<file path="config.mk">
export PLATFORM = sky130hd
export DESIGN_NAME = wb_regfile_stage
export DESIGN_NICKNAME = d
export VERILOG_FILES = /design/src/rtl/wb_regfile_stage.sv
export SDC_FILE = /design/constraint.sdc
export NUM_CORES = 2
export LEC_CHECK = 0
export CORE_MARGIN = 1.5
export CORE_UTILIZATION = 30
export DETAILED_ROUTE_END_ITERATION = 8
export GPL_TIMING_DRIVEN = 1
export PLACE_DENSITY = 0.54
export RECOVER_POWER = 100
export SLEW_MARGIN = 40
export SYNTH_ARGS = -nofsm -noshare
export SYNTH_HDL_FRONTEND = slang
export SYNTH_SLANG_ARGS = --single-unit
</file>
<file path="constraint.sdc">
create_clock -name clk -period 5.6 [get_ports clk]
set_input_delay 1.68 -clock clk [delete_from_list [all_inputs] [get_ports clk]]
set_output_delay 1.68 -clock clk [all_outputs]
set_load 0.05 [all_outputs]
</file>
<file path="src/rtl/wb_regfile_stage.sv">
// Writeback stage and 32x32 general register file with same-cycle W->D bypass.
// Optional: define WB_TRACE_EN to print one trace line per committed register write.
module wb_regfile_stage #(
  parameter logic [31:0] RESET_PC = 32'h0000_3000
) (
  input  logic        clk,
  input  logic        reset,
  input  logic [31:0] w_instr,
  input  logic [31:0] w_pc,
  input  logic [31:0] w_pc_plus8,
  input  logic [31:0] w_alu_res,
  input  logic [31:0] w_ext_imm,
  input  logic [31:0] w_dm_word,
  input  logic [4:0]  d_rs_addr,
  input  logic [4:0]  d_rt_addr,
  output logic [31:0] d_rs_data,
  output logic [31:0] d_rt_data,
  output logic        w_fwd_we,
  output logic [4:0]  w_fwd_addr,
  output logic [31:0] w_fwd_data
);

  localparam logic [5:0] OP_SPECIAL = 6'h00;
  localparam logic [5:0] OP_JAL     = 6'h03;
  localparam logic [5:0] OP_ADDI    = 6'h08;
  localparam logic [5:0] OP_ADDIU   = 6'h09;
  localparam logic [5:0] OP_SLTI    = 6'h0a;
  localparam logic [5:0] OP_ANDI    = 6'h0c;
  localparam logic [5:0] OP_ORI     = 6'h0d;
  localparam logic [5:0] OP_LUI     = 6'h0f;
  localparam logic [5:0] OP_LB      = 6'h20;
  localparam logic [5:0] OP_LH      = 6'h21;
  localparam logic [5:0] OP_LW      = 6'h23;
  localparam logic [5:0] OP_LBU     = 6'h24;
  localparam logic [5:0] OP_LHU     = 6'h25;

  localparam logic [5:0] FN_SLL  = 6'h00;
  localparam logic [5:0] FN_JALR = 6'h09;
  localparam logic [5:0] FN_ADD  = 6'h20;
  localparam logic [5:0] FN_ADDU = 6'h21;
  localparam logic [5:0] FN_SUB  = 6'h22;
  localparam logic [5:0] FN_SUBU = 6'h23;
  localparam logic [5:0] FN_AND  = 6'h24;
  localparam logic [5:0] FN_OR   = 6'h25;
  localparam logic [5:0] FN_SLT  = 6'h2a;
  localparam logic [5:0] FN_SLTU = 6'h2b;

  typedef enum logic [2:0] {
    SRC_NONE,
    SRC_ALU,
    SRC_PC8,
    SRC_IMM,
    SRC_LOAD
  } wsrc_t;

  logic [5:0]  op;
  logic [5:0]  funct;
  logic [4:0]  rt;
  logic [4:0]  rd;
  wsrc_t       dec_src;
  logic [4:0]  dec_dest;
  logic        dec_write;
  logic        we_eff;
  logic [1:0]  ld_addr;
  logic [7:0]  ld_byte;
  logic [15:0] ld_half;
  logic [31:0] ld_data;
  logic [31:0] wr_data;
  logic [31:0] regs [32];
  logic        unused_bits;

  assign op    = w_instr[31:26];
  assign rt    = w_instr[20:16];
  assign rd    = w_instr[15:11];
  assign funct = w_instr[5:0];

  // rs and shamt fields are consumed upstream; the PC only feeds the trace.
  assign unused_bits = ^{w_instr[25:21], w_instr[10:6], w_pc, RESET_PC};

  always_comb begin
    dec_src  = SRC_NONE;
    dec_dest = 5'd0;
    case (op)
      OP_SPECIAL: begin
        case (funct)
          FN_ADD, FN_ADDU, FN_SUB, FN_SUBU, FN_AND, FN_OR,
          FN_SLT, FN_SLTU, FN_SLL: begin
            dec_src  = SRC_ALU;
            dec_dest = rd;
          end
          FN_JALR: begin
            dec_src  = SRC_PC8;
            dec_dest = rd;
          end
          default: ;
        endcase
      end
      OP_ADDI, OP_ADDIU, OP_SLTI, OP_ANDI, OP_ORI: begin
        dec_src  = SRC_ALU;
        dec_dest = rt;
      end
      OP_LUI: begin
        dec_src  = SRC_IMM;
        dec_dest = rt;
      end
      OP_JAL: begin
        dec_src  = SRC_PC8;
        dec_dest = 5'd31;
      end
      OP_LB, OP_LH, OP_LW, OP_LBU, OP_LHU: begin
        dec_src  = SRC_LOAD;
        dec_dest = rt;
      end
      default: ;
    endcase
  end

  assign dec_write = (dec_src != SRC_NONE);

  // Little-endian lane select; halfword loads ignore address bit 0.
  assign ld_addr = w_alu_res[1:0];

  always_comb begin
    ld_byte = w_dm_word[7:0];
    case (ld_addr)
      2'd0: ld_byte = w_dm_word[7:0];
      2'd1: ld_byte = w_dm_word[15:8];
      2'd2: ld_byte = w_dm_word[23:16];
      2'd3: ld_byte = w_dm_word[31:24];
      default: ;
    endcase
  end

  assign ld_half = ld_addr[1] ? w_dm_word[31:16] : w_dm_word[15:0];

  always_comb begin
    ld_data = w_dm_word;
    case (op)
      OP_LB:   ld_data = {{24{ld_byte[7]}}, ld_byte};
      OP_LBU:  ld_data = {24'd0, ld_byte};
      OP_LH:   ld_data = {{16{ld_half[15]}}, ld_half};
      OP_LHU:  ld_data = {16'd0, ld_half};
      default: ld_data = w_dm_word;
    endcase
  end

  always_comb begin
    wr_data = 32'd0;
    case (dec_src)
      SRC_ALU:  wr_data = w_alu_res;
      SRC_PC8:  wr_data = w_pc_plus8;
      SRC_IMM:  wr_data = w_ext_imm;
      SRC_LOAD: wr_data = ld_data;
      default:  wr_data = 32'd0;
    endcase
  end

  // A write in the reset cycle is dropped, and $0 is never a real target.
  assign we_eff = dec_write && (dec_dest != 5'd0) && !reset;

  assign w_fwd_we   = we_eff;
  assign w_fwd_addr = we_eff ? dec_dest : 5'd0;
  assign w_fwd_data = we_eff ? wr_data : 32'd0;

  always_ff @(posedge clk) begin
    if (reset) begin
      for (int i = 0; i < 32; i++) begin
        regs[i] <= 32'd0;
      end
    end else if (we_eff) begin
      regs[dec_dest] <= wr_data;
    end
  end

  // Write-before-read: D sees the value committing at this edge.
  always_comb begin
    if (reset || d_rs_addr == 5'd0) begin
      d_rs_data = 32'd0;
    end else if (we_eff && d_rs_addr == dec_dest) begin
      d_rs_data = wr_data;
    end else begin
      d_rs_data = regs[d_rs_addr];
    end
  end

  always_comb begin
    if (reset || d_rt_addr == 5'd0) begin
      d_rt_data = 32'd0;
    end else if (we_eff && d_rt_addr == dec_dest) begin
      d_rt_data = wr_data;
    end else begin
      d_rt_data = regs[d_rt_addr];
    end
  end

`ifdef WB_TRACE_EN
  always_ff @(posedge clk) begin
    if (we_eff) begin
      $display("%d@%h: $%d <= %h", $time, w_pc, dec_dest, wr_data);
    end
  end
`endif

endmodule

</file>
# ---- Word level (Yosys, flattened, before mapping)
# Memories as Yosys holds them, arrays and structs flattened.
# Index checks and enable logic that the tools add are counted.
dict set report op_classes {
  mux 22
  div_mod_pow 0
  reduce_logical 20
  magnitude_cmp 0
  bitwise_logic 0
  shift 0
  n_addsub 0
  n_eq_ne 30
  multipliers 0
}
# operator n
set ops {}
lappend ops {{$pmux W32 S4} 2}
lappend ops {{$mux W32} 6}
lappend ops {{$eq A6 B6 Y1 const B} 13}
lappend ops {{$eq A6 B4 Y1 const B} 7}
lappend ops {{$pmux W8 S4} 1}
lappend ops {{$reduce_or A32 Y1} 1}
lappend ops {{$mux W16} 1}
lappend ops {{$mux W5} 3}
lappend ops {{$pmux W3 S5} 1}
lappend ops {{$pmux W5 S3} 1}
lappend ops {{$logic_not A6 Y1} 2}
lappend ops {{$reduce_or A11 Y1} 1}
lappend ops {{$eq A5 B5 Y1} 2}
lappend ops {{$logic_not A5 Y1} 2}
lappend ops {{$reduce_or A10 Y1} 1}
lappend ops {{$reduce_or A5 Y1} 2}
lappend ops {{$reduce_or A9 Y1} 1}
lappend ops {{$eq A3 B2 Y1 const B} 2}
lappend ops {{$eq A6 B2 Y1 const B} 1}
lappend ops {{$mux W1} 6}
lappend ops {{$reduce_bool A5 Y1} 1}
lappend ops {{$eq A2 B2 Y1 const B} 2}
lappend ops {{$logic_and A1 B1 Y1} 4}
lappend ops {{$pmux W2 S2} 1}
lappend ops {{7 further kinds} 8}
dict set report word_totals {
  word_cells 73
  ramBits 1024
  latchBits 0
  inputBits 204
  ff_bits 0
  memories 1
  mem_bits_ro 0
}
# memory depth width rd rd_clocked_by_memory_dff wr line_no
set memory_table {}
lappend memory_table {regs 32 32 2 0 32 69} ;# logic [31:0] regs [32];

# ---- Depth between registers and ports, before layout
dict set report depth {
  word_depth 12
  depth_mapped 13
  depth_no_buf 8
}

# ---- Worst setup path after synthesis
# OpenSTA, ideal clock, no wires.
dict set report synth_timing {
  kind {input-to-output}
  startpoint {in w_instr[28]}
  endpoint {out d_rs_data[30]}
  t_required_ps 3920
  cell_stages 12
  t_arrival_ps 4867
  setup_slack_ps -947
  n_path_buf 4
  path_cell_list {buf_2 or3b_1 a21oi_4 o211ai_2 and3_1 buf_2 a31o_4 inv_2 buf_6 buf_6 a41oi_1 a211oi_1}
}
dict set report synth_between {
  elab_chain_len 9
}
# element line_no
set synth_lines {}
lappend synth_lines {{from (decl)} 8} ;# input logic [31:0] w_instr,
lappend synth_lines {{$eq A6 B6 Y1 or $eq A6 B4 Y1 (tied branches)} 83} ;# case (op)
lappend synth_lines {{$reduce_or A11 Y1 (no line), or another cell as far along} n/a}
lappend synth_lines {{$pmux W5 S3 or $pmux W3 S5 (tied branches)} 83}
lappend synth_lines {{$reduce_bool A5 Y1 or $reduce_bool A3 Y1 (tied branches)} {159, 118}}
lappend synth_lines {{$logic_and A1 B1 Y1 * (2 in a row)} 159} ;# assign we_eff = dec_write && (dec_dest != 5'd0) && !reset;
lappend synth_lines {{via w_fwd_we} 18} ;# output logic w_fwd_we,
lappend synth_lines {{$logic_and A1 B1 Y1 *} 179} ;# end else if (we_eff && d_rs_addr == dec_dest) begin
lappend synth_lines {{$mux W32 *} 179}
lappend synth_lines {{$mux W32 *} 177} ;# if (reset || d_rs_addr == 5'd0) begin
lappend synth_lines {{to (decl)} 16} ;# output logic [31:0] d_rs_data,
# Mark *: on every way through the listed nets, which the timed path passes. The rest lies on a longest branch.

# ---- Final worst setup path
dict set report layout_timing {
  startpoint {in w_instr[5]}
  endpoint {out d_rt_data[13]}
}
dict set report layout_between {
  elab_chain_len 10
}
# element line_no
set layout_lines {}
lappend layout_lines {{branches (longest 8 deep; another with $pmux W32 S4)} n/a}
lappend layout_lines {{$mux W32 *} 189} ;# end else if (we_eff && d_rt_addr == dec_dest) begin
lappend layout_lines {{$mux W32 *} 187} ;# if (reset || d_rt_addr == 5'd0) begin
lappend layout_lines {{to (decl)} 17} ;# output logic [31:0] d_rt_data,
# Every way passes the cells marked *.

==> flow_summary.ini <==
[clocking]
cts_tree = built
clk_path_buf_depth = 3
cts_hold_buf = 0
numCtsBuffers = 110
clk_pin_slew_ns = 0.06
cts.sinks = 1024
cts_root_buf = clkbuf_16
h-tree-depth = 3

[routing]
wl_per_cell_um = 32.7
viasPerCell = 5.72
wl_um = 232000
vias = 40500
drt-pass1-iter-count = 7
drcViolationCount = 0
initialDrtViolationCount = 5016
antenna_left = 0

[cells_and_area]
top_regs = regs: 1024 flops
synthToLayoutAreaGrowth_pct = 34.6
largest_register_ffs = 1024
final_layout_size_suffix_gt1_share_pct = 41.3
nNetsFinal = 4739
regMostFlops = regs
fin_util_pct = 40.7
finalInstanceArea_um2 = 74300

[grt]
grt_max_degree = 37
grt_pass1_vias = 41000
grt_usage_pct = 24.4
grt_pass1_wl_um = 317000
globalRouteOverflowTotal = 0
antenna_found_initial = 4

[power]
p_leak_nw = 23.9
irDropWorstVdd_uv = 267
powerDensity_nw_per_um2 = 281

[timing]
finalHoldViolCount = 0
finalCritPeriodShare_pct = 108
worst_pin_slew_ns = 3.63
holdWs_ns = 1.93
rsz0062_at_grt = true
setup_tns_ns = -28.36
period_minus_slack_ns = 6.04
setup_viol = 97
final-max-slew-violation-count = 438
fmax_ghz = 0.165
worst_slack_ns = -0.445
relSlewSlack_pct = -142

[min_path]
hold_class = primary input to register
hold_depth = 4
min_from = w_alu_res[20]
whs_endpoint = regs[14][20]

[worst_setup_path]
cp-end-kind = primary output
crit_type = primary input to primary output
setup.worst_path.start_class = primary input
worstPathMaxFanout = 8
path_cells = buf_12 > buf_6 > buf_6 > nand3b_1 > o31ai_4 > buf_12 > o21a_4 > a221oi_4 > buf_4 > xor2_4 > buf_12 > buf_12 > buf_12 > a41oi_4 > a211oi_4 > buf_12
cp_top_family = buffers and inverters
cp_common_cell = buf_12
slowest_stage = a211oi_4
cp.buffers_inverters = 9
crit_arrival_ns = 4.36
slowest_delay_ns = 0.34
cp.required_ns = 3.92

[logic_synthesis]
synth_cells = 3795
synth-edff-count = 1024
ys_ff_latch = 1024
yosysUniqueCellTypes = 68
synth_top_area_share_pct = 55.7
avgSynthCellArea_um2 = 14.6
yosys_warnings = 0
syn_area_um2 = 55200
synth_common_cells = nor2_1 (1248), edfxtp_1 (1024), mux4_2 (648), buf_2 (220), clkbuf_1 (170)
synth_seq_area_share_pct = 55.7
yosysMostFrequentCell = nor2_1
synth_flop_cell = edfxtp_1
async_flop_share_pct = 0
synth_top_area_cell = edfxtp_1
synth_area_leaders = edfxtp_1 (56%), mux4_2 (26%), nor2_1 (8.5%)

[placed_design]
dpl_cell_area_um2 = 69100
port_buffers = 263
gp_congestion = 0.912
dp_hpwl_um = 157000
preCtsSetupSlack_ns = -1.14

[floorplanning]
std_cell_rows = 157
fp.coreArea_um2 = 183000
io_pins = 306
dieArea_um2 = 187000
start_util_pct = 30.2
die_w_um = 432
die_h_um = 432

[status]
status = complete, but fails checks
violations = max-capacitance violations, max-slew violations, negative setup slack

[job]
cap_violations = 24
-- per-layer routing --
layer | up-vias | GRT usage [%] | share of wire (%)
met4 | 4 | 13.0 | 6.1
met1 | 21200 | 30.7 | 36
li1 | 16200 | - | -
met5 | - | 0 | 0.011
met2 | 2598 | 39.2 | 47
met3 | 508 | 5.59 | 11
-- report_power, final --
part           switching [mW]  internal (mW)  total [mW]
clock network            3.23           4.72        7.95
registers               0.190           8.83        9.02
logic                    2.06           1.84        3.90
-- tightest hold or removal path, cell delays in order --
cell and delay (ns):
clkdlybuf4s50_1 0.50, a221oi_4 0.09, buf_12 0.15, nor2_1 0.10
-- logic make-up after synthesis --
group | share of synthesized area (%)
multiplexers | 26.6
buffers and inverters | 3.61
AO/OA/AOI/OAI | 4.08
XOR/XNOR | 0.0635
AND/OR/NAND/NOR | 10.0
other | 0.00679
flip-flops | 55.7
-- per-stage QoR --
stage | power (mW) | instances
after global routing | 21.4 | 7087
after detailed placement | 12.9 | 6783
after floorplan | 11.0 | 3826
final | 20.9 | 7089
after CTS | 20.9 | 7063
after global placement | 12.8 | 6783
-- final cells by class --
type	instances	area (um2)
fillers	16800	109000
flip-flops and latches	1024	30700
multi-input cells	2362	25100
repair buffers	1028	11500
well taps	2464	3080
clock buffers	121	2820
clock inverters	79	1030
inverters	9	60.1
diodes	2	5.00
-- placed cells by master (no fill, tap or decap), types with 20 or more instances in the layout --
cell and instances:
edfxtp_1 1024, buf_12 255, mux4_2 648, clkinv_1 22
nor2_4 35, buf_6 69, clkbuf_1 83, clkbuf_16 114
bufinv_16 24, conb_1 32, clkbuf_2 51, a211oi_4 69
a41oi_2 25, a41oi_4 30, clkinv_2 21, clkdlybuf4s50_1 130
nand2_2 20, buf_4 391, nand2_1 78, buf_8 26
nor2_1 1209
-- repair_timing --
item | CTS | global route
gates cloned | 3 | 3
gates resized for setup | 318 | 76
setup endpoints to repair | 102 | 96
hold endpoints to repair | 0 | 0
buffers inserted | 88 | 35
pin swaps | 99 | 63
-- worst max path at each step --
stage                     start            end  slack (ns)  cells past startpoint
detailed placement   w_instr[5]  d_rs_data[20]       -1.14                     11
global placement     w_instr[5]  d_rs_data[20]       -1.13                     11
floorplan           w_instr[29]  d_rs_data[30]       -0.20                     12
global route         w_instr[5]  d_rt_data[13]       -0.53                     15
finish               w_instr[5]  d_rt_data[13]       -0.44                     16
CTS                  w_instr[5]   d_rs_data[3]       -0.42                     15
Power figures use the tool's default switching activity.
